--- src/rtl/uart_tx_fifo_pkg.sv ---
// Shared constants, FSM state encoding and parity helper for the FIFO-fed UART transmitter.
package uart_tx_fifo_pkg;

  localparam int UART_PARITY_NONE          = 0;
  localparam int UART_PARITY_ODD           = 1;
  localparam int UART_PARITY_EVEN          = 2;
  localparam int UART_CLKS_PER_BIT_115200  = 1085;

  typedef enum logic [2:0] {
    ST_IDLE   = 3'd0,
    ST_START  = 3'd1,
    ST_DATA   = 3'd2,
    ST_PARITY = 3'd3,
    ST_STOP   = 3'd4
  } tx_state_t;

  // Payload is zero-extended to 9 bits; the extra zeros do not change the XOR.
  function automatic logic calc_parity(input int mode, input logic [8:0] d);
    logic p;
    p = 1'b0;
    case (mode)
      UART_PARITY_ODD:  p = ~^d;
      UART_PARITY_EVEN: p = ^d;
      default:          p = 1'b0;
    endcase
    return p;
  endfunction

endpackage

--- src/rtl/uart_sync_fifo.sv ---
// Single-clock FIFO with combinational head read; pushes when full and pops when empty are ignored.
module uart_sync_fifo #(
  parameter int WIDTH = 8,
  parameter int DEPTH = 16
) (
  input  logic                     sysclk,
  input  logic                     rst,
  input  logic                     push,
  input  logic                     pop,
  input  logic [WIDTH-1:0]         din,
  output logic [WIDTH-1:0]         dout,
  output logic                     full,
  output logic                     empty,
  output logic [$clog2(DEPTH):0]   count
);

  localparam int AW = $clog2(DEPTH);

  logic [WIDTH-1:0] mem [DEPTH];
  logic [AW-1:0]    wr_ptr;
  logic [AW-1:0]    rd_ptr;
  logic             do_push;
  logic             do_pop;

  assign full    = (count == (AW+1)'(DEPTH));
  assign empty   = (count == '0);
  assign do_push = push && !full;
  assign do_pop  = pop && !empty;
  assign dout    = mem[rd_ptr];

  // DEPTH is a power of two, so pointer overflow is the modulo wrap.
  always_ff @(posedge sysclk) begin
    if (rst) begin
      wr_ptr <= '0;
      rd_ptr <= '0;
      count  <= '0;
    end else begin
      if (do_push) wr_ptr <= wr_ptr + 1'b1;
      if (do_pop)  rd_ptr <= rd_ptr + 1'b1;
      case ({do_push, do_pop})
        2'b10:   count <= count + 1'b1;
        2'b01:   count <= count - 1'b1;
        default: count <= count;
      endcase
    end
  end

  always_ff @(posedge sysclk) begin
    if (do_push) mem[wr_ptr] <= din;
  end

endmodule

--- src/rtl/uart_tx_fifo.sv ---
// UART transmitter with configurable width/parity/stop bits fed from an internal FIFO.
// Handshake: a word is taken on any rising edge where i_valid && o_ready; o_ready is simply not-full.
module uart_tx_fifo
  import uart_tx_fifo_pkg::*;
#(
  parameter int CLKS_PER_BIT = UART_CLKS_PER_BIT_115200,
  parameter int DATA_BITS    = 8,
  parameter int PARITY       = UART_PARITY_NONE,
  parameter int STOP_BITS    = 1,
  parameter int FIFO_DEPTH   = 16
) (
  input  logic                          sysclk,
  input  logic                          rst,
  input  logic                          i_en,
  input  logic [DATA_BITS-1:0]          i_data,
  input  logic                          i_valid,
  output logic                          o_ready,
  output logic                          o_tx,
  output logic                          o_busy,
  output logic                          o_active,
  output logic [$clog2(FIFO_DEPTH):0]   o_fifo_count
);

  localparam int TW = $clog2(CLKS_PER_BIT);

  tx_state_t            state, state_d;
  logic [TW-1:0]        timer, timer_d;
  logic [3:0]           bit_cnt, bit_cnt_d;
  logic [DATA_BITS-1:0] shift, shift_d;
  logic                 par, par_d;
  logic                 tx_now;
  logic                 bit_done;
  logic                 pop;
  logic                 full;
  logic                 empty;
  logic [DATA_BITS-1:0] head;

  uart_sync_fifo #(.WIDTH(DATA_BITS), .DEPTH(FIFO_DEPTH)) u_fifo (
    .sysclk (sysclk),
    .rst    (rst),
    .push   (i_valid),
    .pop    (pop),
    .din    (i_data),
    .dout   (head),
    .full   (full),
    .empty  (empty),
    .count  (o_fifo_count)
  );

  assign o_ready  = !full;
  assign o_busy   = (state != ST_IDLE);
  assign o_active = i_en | o_busy;
  assign bit_done = (timer == TW'(CLKS_PER_BIT - 1));

  always_ff @(posedge sysclk) begin
    if (rst) begin
      state   <= ST_IDLE;
      timer   <= '0;
      bit_cnt <= '0;
      shift   <= '0;
      par     <= 1'b0;
      o_tx    <= 1'b1;
    end else begin
      state   <= state_d;
      timer   <= timer_d;
      bit_cnt <= bit_cnt_d;
      shift   <= shift_d;
      par     <= par_d;
      o_tx    <= tx_now;
    end
  end

  always_comb begin
    state_d   = state;
    timer_d   = '0;
    bit_cnt_d = bit_cnt;
    shift_d   = shift;
    par_d     = par;
    pop       = 1'b0;
    tx_now    = 1'b1;
    if (state != ST_IDLE) timer_d = bit_done ? '0 : timer + 1'b1;

    case (state)
      ST_IDLE: begin
        if (i_en && !empty) begin
          pop       = 1'b1;
          shift_d   = head;
          par_d     = calc_parity(PARITY, 9'(head));
          bit_cnt_d = '0;
          state_d   = ST_START;
        end
      end
      ST_START: begin
        tx_now = 1'b0;
        if (bit_done) begin
          bit_cnt_d = '0;
          state_d   = ST_DATA;
        end
      end
      ST_DATA: begin
        tx_now = shift[0];
        if (bit_done) begin
          shift_d = shift >> 1;
          if (bit_cnt == 4'(DATA_BITS - 1)) begin
            bit_cnt_d = '0;
            state_d   = (PARITY != UART_PARITY_NONE) ? ST_PARITY : ST_STOP;
          end else begin
            bit_cnt_d = bit_cnt + 1'b1;
          end
        end
      end
      ST_PARITY: begin
        tx_now = par;
        if (bit_done) begin
          bit_cnt_d = '0;
          state_d   = ST_STOP;
        end
      end
      ST_STOP: begin
        // Chain straight into the next start bit when more data is waiting.
        if (bit_done) begin
          if (bit_cnt == 4'(STOP_BITS - 1)) begin
            bit_cnt_d = '0;
            if (i_en && !empty) begin
              pop     = 1'b1;
              shift_d = head;
              par_d   = calc_parity(PARITY, 9'(head));
              state_d = ST_START;
            end else begin
              state_d = ST_IDLE;
            end
          end else begin
            bit_cnt_d = bit_cnt + 1'b1;
          end
        end
      end
      default: state_d = ST_IDLE;
    endcase
  end

endmodule
--- config.mk ---
export PLATFORM = sky130hd
export DESIGN_NAME = uart_tx_fifo
export DESIGN_NICKNAME = d
export VERILOG_FILES = /design/src/rtl/uart_tx_fifo_pkg.sv /design/src/rtl/uart_sync_fifo.sv /design/src/rtl/uart_tx_fifo.sv
export SDC_FILE = /design/constraint.sdc
export NUM_CORES = 1
export LEC_CHECK = 0
export ABC_CLOCK_PERIOD_IN_PS = 5210
export CAP_MARGIN = 20
export CORE_ASPECT_RATIO = 0.7
export CORE_MARGIN = 5
export CORE_UTILIZATION = 66
export DETAILED_ROUTE_END_ITERATION = 6
export GPL_TIMING_DRIVEN = 0
export PLACE_DENSITY_LB_ADDON = 0.3
export SYNTH_ARGS = -nofsm -noshare
export SYNTH_HDL_FRONTEND = slang
export SYNTH_SLANG_ARGS = --single-unit
--- constraint.sdc ---
create_clock -name sysclk -period 5.21 [get_ports sysclk]
set_clock_uncertainty 0.1 [all_clocks]
set_input_delay 0.521 -clock sysclk [delete_from_list [all_inputs] [get_ports sysclk]]
set_output_delay 0.521 -clock sysclk [all_outputs]
set_load 0.01 [all_outputs]
* Yosys cells after proc, flatten, opt, wreduce, memory -nomap -nowiden
Memories as Yosys holds them, arrays and structs flattened. A register that Yosys moved wholly into a read port is not among the register bits. Cells that the tools add are included.
Storage, ports and cells: register bits after elaboration 41, RAM bits 128, input port bits 12, output and inout bits 9, word-level logic and storage cells 89, memories kept 1
Cells by class: $add $sub $neg 6, equal/unequal tests 17, muxes and demuxes 35, bitwise logic cells 2, reduce and logical (&&, ||, !) cells 19
Memory list:
- u_fifo.mem | depth 16, bits a word 8, rd ports 1, clocked after memory_dff 1, write ports 1, line uart_sync_fifo.sv:19 | logic [WIDTH-1:0] mem [DEPTH];
Operators with widths (number):
- two-way mux 4 bit | 8
- two-way mux 8 bit | 4
- one-hot mux 8 bit (3 select lines) | 1
- two-way mux 3 bit | 7
- one-hot mux 4 bit (4 select lines) | 1
- one-hot mux 3 bit (5 select lines) | 1
- != test 2 bit, second input constant | 7
- adder 4 x 1 -> 4 bit, second input constant | 3
- adder 11 x 1 -> 11 bit, second input constant | 1
- == test 11 bit, second input constant | 1
- one-hot mux 5 bit (2 select lines) | 1
- two-way mux 1 bit | 9
- AND reduction 7 bit | 1
- == test 3 x 2 -> 1 bit, second input constant | 2
- nonzero test 3 bit | 2
- adder 5 x 1 -> 5 bit, second input constant | 1
- == test 5 bit, second input constant | 1
- zero test 5 bit | 1
- AND reduction 5 bit | 1
- subtractor 5 x 1 -> 5 bit, second input constant | 1
- == test 4 x 3 -> 1 bit, second input constant | 1
- zero test 4 bit | 1
- one-hot mux 1 bit (2 select lines) | 2
- AND reduction 4 bit | 1
- 16 further kinds | 20

* Depth between registers and ports, before layout
Gate-level depths: netlist of the first run.
word-level depth 10, mapped depth 13, gate-level depth less buffers 12

* By module
A second synthesis of the first run with hierarchy kept.
Unflattened totals: cell total of the unflattened synthesis 480, area, all modules 7524.7 µm²
By module, submodules not included:
- uart_sync_fifo | times used 1, cells an instance 305, area each 5974.5 µm², seq. area each 4184.0 µm²
- uart_tx_fifo | times used 1, cells an instance 175, area each 1550.2 µm², seq. area each 540.5 µm²

* Worst setup path after synthesis of the first run
OpenSTA, ideal clock, no wires.
path type flip-flop to flip-flop, start point register bit_cnt[0], end point register u_fifo.count[4], setup time 0.123 ns, data arrival time 3.113 ns, required time 4.987 ns, setup slack 1.873 ns, cell stages (with the launch flop) 14, path buffers 1, period minus slack after synthesis 3.337 ns, path through dfxtp_1 > inv_1 > ha_1 > or3b_2 > o41a_1 > nor2_2 > ha_1 > clkbuf_1 > xor2_1 > ha_1 > a31oi_1 > o21ai_1 > mux2i_1 > mux2_1
On the way: cells in the longest elaborated chain, start to end 7, elaborated cells on any way between the ends 9, classes of those cells 2 x eq/ne; 4 x mux; 3 x reduce/logical
RTL lines:
- from (decl) | line uart_tx_fifo.sv:28 | logic [3:0] bit_cnt, bit_cnt_d;
- from (signal assigned) | line uart_tx_fifo.sv:66 | bit_cnt <= bit_cnt_d;
- zero test 4 bit (*) | line uart_tx_fifo.sv:122 | if (bit_cnt == 4'(STOP_BITS - 1)) begin
- two-way mux 1 bit (*) | line uart_tx_fifo.sv:122
- two-way mux 1 bit (*) | line uart_tx_fifo.sv:121 | if (bit_done) begin
- one-hot mux 1 bit (2 select lines) (*) | line uart_tx_fifo.sv:83 | case (state)
- logical AND 1 bit (*) | line uart_sync_fifo.sv:28 | assign do_pop = pop && !empty;
- net u_fifo.do_pop | line uart_sync_fifo.sv:23 | logic do_pop;
- == test 2 x 1 -> 1 bit / == test 2 bit (equally long branches) | line uart_sync_fifo.sv:40 | case ({do_push, do_pop})
- one-hot mux 5 bit (2 select lines) / nonzero test 2 bit (equally long branches)
- to (signal assigned) | line uart_sync_fifo.sv:41 | 2'b10: count <= count + 1'b1;
- to (signal assigned) | line uart_sync_fifo.sv:42 | 2'b01: count <= count - 1'b1;
- to (signal assigned) | line uart_sync_fifo.sv:43 | default: count <= count;
- to (decl) | line uart_sync_fifo.sv:14 | output logic [$clog2(DEPTH):0] count
The timed path passes the listed nets; every way through them passes the cells marked *. A chain may end at the register's enable or synchronous reset.

* Final worst setup path of the first run
Same ends and word-level chain as after synthesis.

==> results of run 1 <==
report_power, final:
group | internal [mW] | leakage, nW | switching [mW]
sequential | 1.56 | 1.51 | 0.0534
clock | 0.706 | 0.264 | 0.535
combinational | 0.390 | 0.881 | 0.507
cell usage after synthesis (7+ instances only):
cell      number  area [sq um]
edfxtp_1     128          3840
nor2_1        53           199
dfxtp_1       44           881
mux4_2        39           878
nand2_1       28           105
clkbuf_1      17          63.8
nand3_1       13          65.1
ha_1          12           150
xor2_1        12           105
a21oi_1       11          55.1
inv_1          9          33.8
and3_1         8          50.1
xnor2_1        8          70.1
nor3_1         7          35.0
routing by layer:
metal  part of all wire  track usage  vias to the layer above
met4              0.026        0.110                        0
met2               0.48        0.386                      254
li1                   -            -                     1890
met3              0.090       0.0647                       34
met5                  0            0                        -
met1               0.40        0.375                     2165
cells in the final DEF (no fill, tap or decap), drive strengths merged, types with 2 or more instances in the layout:
master         instances
edfxtp               128
nor2                  54
dfxtp                 44
mux4                  39
clkbuf                36
nand2                 28
clkdlybuf4s50         19
nand3                 13
xor2                  12
ha                    12
buf                   12
inv                   12
a21oi                 11
and3                   8
xnor2                  8
nor3                   7
o21ai                  7
a311oi                 7
nand2b                 5
mux2i                  5
nor2b                  5
clkinvlp               5
nor4                   4
clkinv                 4
nor3b                  3
a211oi                 3
or3b                   3
or4                    2
o211ai                 2
nor4b                  2
a21o                   2
nand3b                 2
bufinv                 2
or3                    2
o311ai                 2
a221oi                 2
mux2                   2
how the worst max path moves through the flow:
stage,end,start
3_5_place_dp,u_fifo.count[4]$_SDFFE_PP0P_,bit_cnt[0]$_SDFFE_PP0P_
6_report,u_fifo.count[4]$_SDFFE_PP0P_,bit_cnt[0]$_SDFFE_PP0P_
4_1_cts,u_fifo.count[4]$_SDFFE_PP0P_,bit_cnt[0]$_SDFFE_PP0P_
2_1_floorplan,u_fifo.count[4]$_SDFFE_PP0P_,bit_cnt[0]$_SDFFE_PP0P_
3_3_place_gp,u_fifo.count[4]$_SDFFE_PP0P_,timer[2]$_SDFF_PP0_
5_1_grt,u_fifo.count[4]$_SDFFE_PP0P_,bit_cnt[0]$_SDFFE_PP0P_
flip-flops by register name, summed over array words and instances, names as in the netlist, named ones only:
| register | cells |
|---|---|
| bit_cnt | 4 |
| u_fifo.wr_ptr | 4 |
| o_tx | 1 |
| u_fifo.rd_ptr | 4 |
| u_fifo.mem | 128 |
| state | 3 |
| u_fifo.count | 5 |
| shift | 8 |
| timer | 11 |
worst max-delay path, stage by stage (launching register included):
cell	delay, ns
dfxtp_1	0.36
inv_1	0.07
ha_1	0.13
or3b_2	0.51
o41a_1	0.53
nor2_2	0.29
ha_1	0.24
clkbuf_1	0.36
xor2_1	0.19
ha_1	0.27
a31oi_1	0.12
o21ai_1	0.12
mux2i_1	0.24
mux2_1	0.33
kinds of logic after synthesis:
| logic type | Yosys count | share of synthesized area |
|---|---|---|
| buffers and inverters | 34 | 0.0197 |
| adders and majority gates | 12 | 0.0209 |
| AOI/OAI and AO/OA | 43 | 0.0479 |
| muxes | 46 | 0.132 |
| xor gates and xnor gates | 20 | 0.0244 |
| DFF | 172 | 0.657 |
| and+or+nand+nor | 143 | 0.0980 |
final cells by class:
type	count	area, sq um
Buffer	25	108
Clock buffer	18	429
Clock inverter	14	145
Fill cell	584	2350
Inverter	9	33.8
Multi-Input combinational cell	264	2320
Sequential cell	172	4720
Tap cell	148	185
Timing Repair Buffer	24	215
==> flow_summary.ini, run 1 <==
[pwr]
p_leak_nw = 2.66
irDropWorstVdd_uv = 291
finalPower_mw = 3.76
power_density_mw_per_mm2 = 460

[drt]
via_per_inst = 6.44
vias = 4343
ant_nets = 0
dr.first_iter.drc_count = 559
drcViolationCount = 0
wirelength_microns = 16100
detail_route.wl_per_cell_microns = 23.9
dr.pass1.iters = 5

[die]
fp.dieW_microns = 135
core_sq_mm = 0.0105
core.rowCount = 31
die_height_microns = 97.3
ios = 21
start_util = 0.684
die_area_sq_mm = 0.0131

[sta]
whs_ns = 0.380
slew_headroom = 0.289
tightest_slew_ns = 1.06
rsz0062_at_grt = false
setup_ws_ns = 1.22
max_freq_ghz = 0.250
hold_violations = 0
finalCriticalPeriod_ns = 3.99
slew_viol_final = 0
setup_viol_count_final = 0
post-route-period-util = 0.766
fin_setup_tns_ns = 0

[grt]
grt_first_pass_wirelength_microns = 24900
antenna_found_initial = 0
grt_max_degree = 17
overflow = 0
grtUsageTotal = 0.262
grt_pass1_vias = 4311

[synthesis]
yosys_warnings = 0
postSynthAreaPerCell_sq_um = 15.3
synth_cell_types = 55
synth-seq-area-share = 0.657
synthArstFlopShare = 0
syn_area_sq_mm = 0.00719
syn_nets = 494
synthCells = 470
synth.ff_latch_count = 172
synth-edff-count = 128
synthFlopType = edfxtp_1

[run_status]
status = finished, final reports clean

[setup_path]
reg2reg_slack_ns = 1.22
arrival_ns = 4.21
worstPathRequired_ns = 5.43
r2r_end = u_fifo.count[4]$_SDFFE_PP0P_
r2r-start = bit_cnt[0]$_SDFFE_PP0P_
cp_max_fo = 9
rr_worst_depth = 13
crit_type = reg -> reg
start_kind = flop
cp-end-kind = flop

[clock_network]
ctsRootBufferMaster = clkbuf_16
tritoncts = done
numCtsBuffers = 17
cts_resized = 0
clock_latency_ns = 0.43
clock_path_buffers = 2
clk_pin_slew_ns = 0.07
cts_setup_buffers = 0
htreeDepth = 4
cts.sinks = 172
cts_hold_buf = 0

[cells_and_area]
fin_cells = 674
areaGrowthSynthToFinish_pct = 13.6
nets = 537
n_antenna_cell = 0
utilization = 0.777
drive_gt1_frac = 0.171
fin_area_sq_mm = 0.00817

[placement]
place_hpwl_microns = 10100
gp_congestion = 0.851
place_area_sq_mm = 0.00759
dp.cells = 641
io_buffers = 19
pre_cts_slack_ns = 1.38

[hold_path]
worstHoldPathCells = 1
hold_path_startpoint = timer[0]$_SDFF_PP0_
hp-class = reg -> reg
hold_end = timer[0]$_SDFF_PP0_

[job]
cap_viol_max_count = 0
No activity file was read; power rests on OpenSTA's default activity.
==> inputs of run 2 (changes only) <==
--- a/config.mk
+++ b/config.mk
@@ -5,11 +5,11 @@
 export SDC_FILE = /design/constraint.sdc
 export NUM_CORES = 1
 export LEC_CHECK = 0
-export ABC_CLOCK_PERIOD_IN_PS = 5210
+export ABC_CLOCK_PERIOD_IN_PS = 3400
 export CAP_MARGIN = 20
 export CORE_ASPECT_RATIO = 0.7
 export CORE_MARGIN = 5
-export CORE_UTILIZATION = 66
+export CORE_UTILIZATION = 55
 export DETAILED_ROUTE_END_ITERATION = 6
 export GPL_TIMING_DRIVEN = 0
 export PLACE_DENSITY_LB_ADDON = 0.3
==> constraint.sdc (replaced) <==
create_clock -name sysclk -period 3.4 [get_ports sysclk]
set_clock_uncertainty 0.1 [all_clocks]
set_input_delay 0.34 -clock sysclk [delete_from_list [all_inputs] [get_ports sysclk]]
set_output_delay 0.34 -clock sysclk [all_outputs]
set_load 0.01 [all_outputs]
==> flow_summary.ini, run 2 (synthesized netlist as in run 1, its figures left out) <==
[setup_path]
start_kind = flop
arrival_ns = 3.43
crit_type = reg -> reg
cp_max_fo = 9
worstPathRequired_ns = 3.61
cp-end-kind = flop

[cells_and_area]
top_regs = u_fifo.mem (128), timer (11), shift (8)
areaGrowthSynthToFinish_pct = 14.4
fill_cells = 898
top_register = u_fifo.mem
mostFrequentLayoutCell = edfxtp_1
drive_gt1_frac = 0.185
largest_register_ffs = 128
nets = 537
final_cell_mix = edfxtp_1 (128), nor2_1 (53), dfxtp_1 (43)
fin_area_sq_mm = 0.00823
n_antenna_cell = 0

[clock_network]
clk_pin_slew_ns = 0.07
clock_path_buffers = 2
numCtsBuffers = 17
tritoncts = done
ctsRootBufferMaster = clkbuf_16
clock_latency_ns = 0.42
cts_hold_buf = 0
cts.sinks = 172
htreeDepth = 4

[drt]
dr.pass1.iters = 5
ant_nets = 0
drt-met1-wl_microns = 6770
wl_met2_microns = 6370
via_per_inst = 6.02
dr.first_iter.drc_count = 384
vias = 4154
wirelength_microns = 14200
drcViolationCount = 0
top_layer = met4
wl_met3_microns = 887
detail_route.wl_per_cell_microns = 20.6

[die]
core_sq_mm = 0.0130
core.rowCount = 35
ios = 21
start_util = 0.555
die_height_microns = 106
fp.dieW_microns = 147
die_area_sq_mm = 0.0155

[grt]
grt_max_degree = 17
grtUsageTotal = 0.193
overflow = 0
grt_pass1_vias = 4105
antenna_found_initial = 0
grt_first_pass_wirelength_microns = 22700

[placement]
place_hpwl_microns = 9630
pre_cts_slack_ns = -0.395
place_area_sq_mm = 0.00761
gp_congestion = 0.798
io_buffers = 19

[sta]
setup_viol_count_final = 0
tightest_slew_ns = 1.04
slew_headroom = 0.305
max_freq_ghz = 0.311
setup_ws_ns = 0.187
rsz0062_at_grt = false
post-route-period-util = 0.945
finalCriticalPeriod_ns = 3.21
slew_viol_final = 0
whs_ns = 0.332
hold_violations = 0

[pwr]
irDropWorstVdd_uv = 385
power_density_mw_per_mm2 = 693
p_leak_nw = 2.68

[hold_path]
hp-class = in -> reg

[run_status]
status = finished, final reports clean

[job]
cap_viol_max_count = 0
[run 2: final cells by class]
| cell class | count | area (sq um) | area share |
|---|---|---|---|
| Sequential cell | 172 | 4730 | 0.575 |
| Multi-Input combinational cell | 264 | 2360 | 0.287 |
| Clock buffer | 18 | 429 | 0.0522 |
| Timing Repair Buffer | 25 | 233 | 0.0283 |
| Tap cell | 166 | 208 | 0.0252 |
| Clock inverter | 12 | 123 | 0.0149 |
| Buffer | 24 | 111 | 0.0135 |
| Inverter | 9 | 33.8 | 0.00411 |
[run 2: repair_timing]
action | CTS | global route
buffers inserted | 4 | 1
pin swaps | 3 | 2
endpoints found under the setup margin | 2 | 2
resized for setup | 4 | 8
[run 2: critical path, cell delays in order (launching register included)]
cell and delay [ns]:
dfxtp_1 0.34, inv_1 0.07, ha_1 0.14, or3b_4 0.40, o41a_1 0.44, nor2_4 0.15, ha_2 0.20, buf_6 0.13
xor2_1 0.16, ha_2 0.20, a31oi_1 0.08, o21ai_1 0.11, mux2i_1 0.24, mux2_1 0.33
[run 2: path summary, 6_finish.rpt]
kind,from,to,slack [ns],cells past startpoint
worst max register to register,bit_cnt[0]$_SDFFE_PP0P_,u_fifo.count[4]$_SDFFE_PP0P_,0.19,13
worst min-delay path,rst,u_fifo.count[3]$_SDFFE_PP0P_,0.33,2
worst max-delay path,bit_cnt[0]$_SDFFE_PP0P_,u_fifo.count[4]$_SDFFE_PP0P_,0.19,13
worst min register to register,timer[0]$_SDFF_PP0_,timer[0]$_SDFF_PP0_,0.36,1
[run 2: per-stage QoR]
| step | power (mW) | std cells | TNS [ns] | utilization |
|---|---|---|---|---|
| after detailed placement | 3.83 | 656 | -0.622 | 0.587 |
| after CTS | 5.70 | 690 | 0 | 0.633 |
| final | 5.70 | 690 | 0 | 0.635 |
| after floorplan | 3.44 | 470 | 0 | - |
| after global routing | 5.94 | 690 | 0 | 0.635 |
| after global placement | 3.78 | 655 | -0.439 | 0.585 |
[run 2: metal layers]
metal / track usage / vias to the layer above
met4: 0.0604 / 0
met3: 0.0456 / 15
met1: 0.289 / 2117
met2: 0.284 / 134
li1: - / 1888
met5: 0 / -
[run 2: report_power, final]
part / internal (mW) / switching [mW]
Clock: 1.07 / 0.774
Sequential: 2.40 / 0.0951
Combinational: 0.628 / 0.738
==> inputs of run 3 (changes only) <==
--- a/config.mk
+++ b/config.mk
@@ -6,11 +6,11 @@
 export NUM_CORES = 1
 export LEC_CHECK = 0
 export ABC_CLOCK_PERIOD_IN_PS = 3400
-export CAP_MARGIN = 20
 export CORE_ASPECT_RATIO = 0.7
 export CORE_MARGIN = 5
 export CORE_UTILIZATION = 55
 export DETAILED_ROUTE_END_ITERATION = 6
+export GPL_ROUTABILITY_DRIVEN = 0
 export GPL_TIMING_DRIVEN = 0
 export PLACE_DENSITY_LB_ADDON = 0.3
 export SYNTH_ARGS = -nofsm -noshare
==> results of run 3 <==
The final DEF is identical to that of run 2; final timing and power are the same.
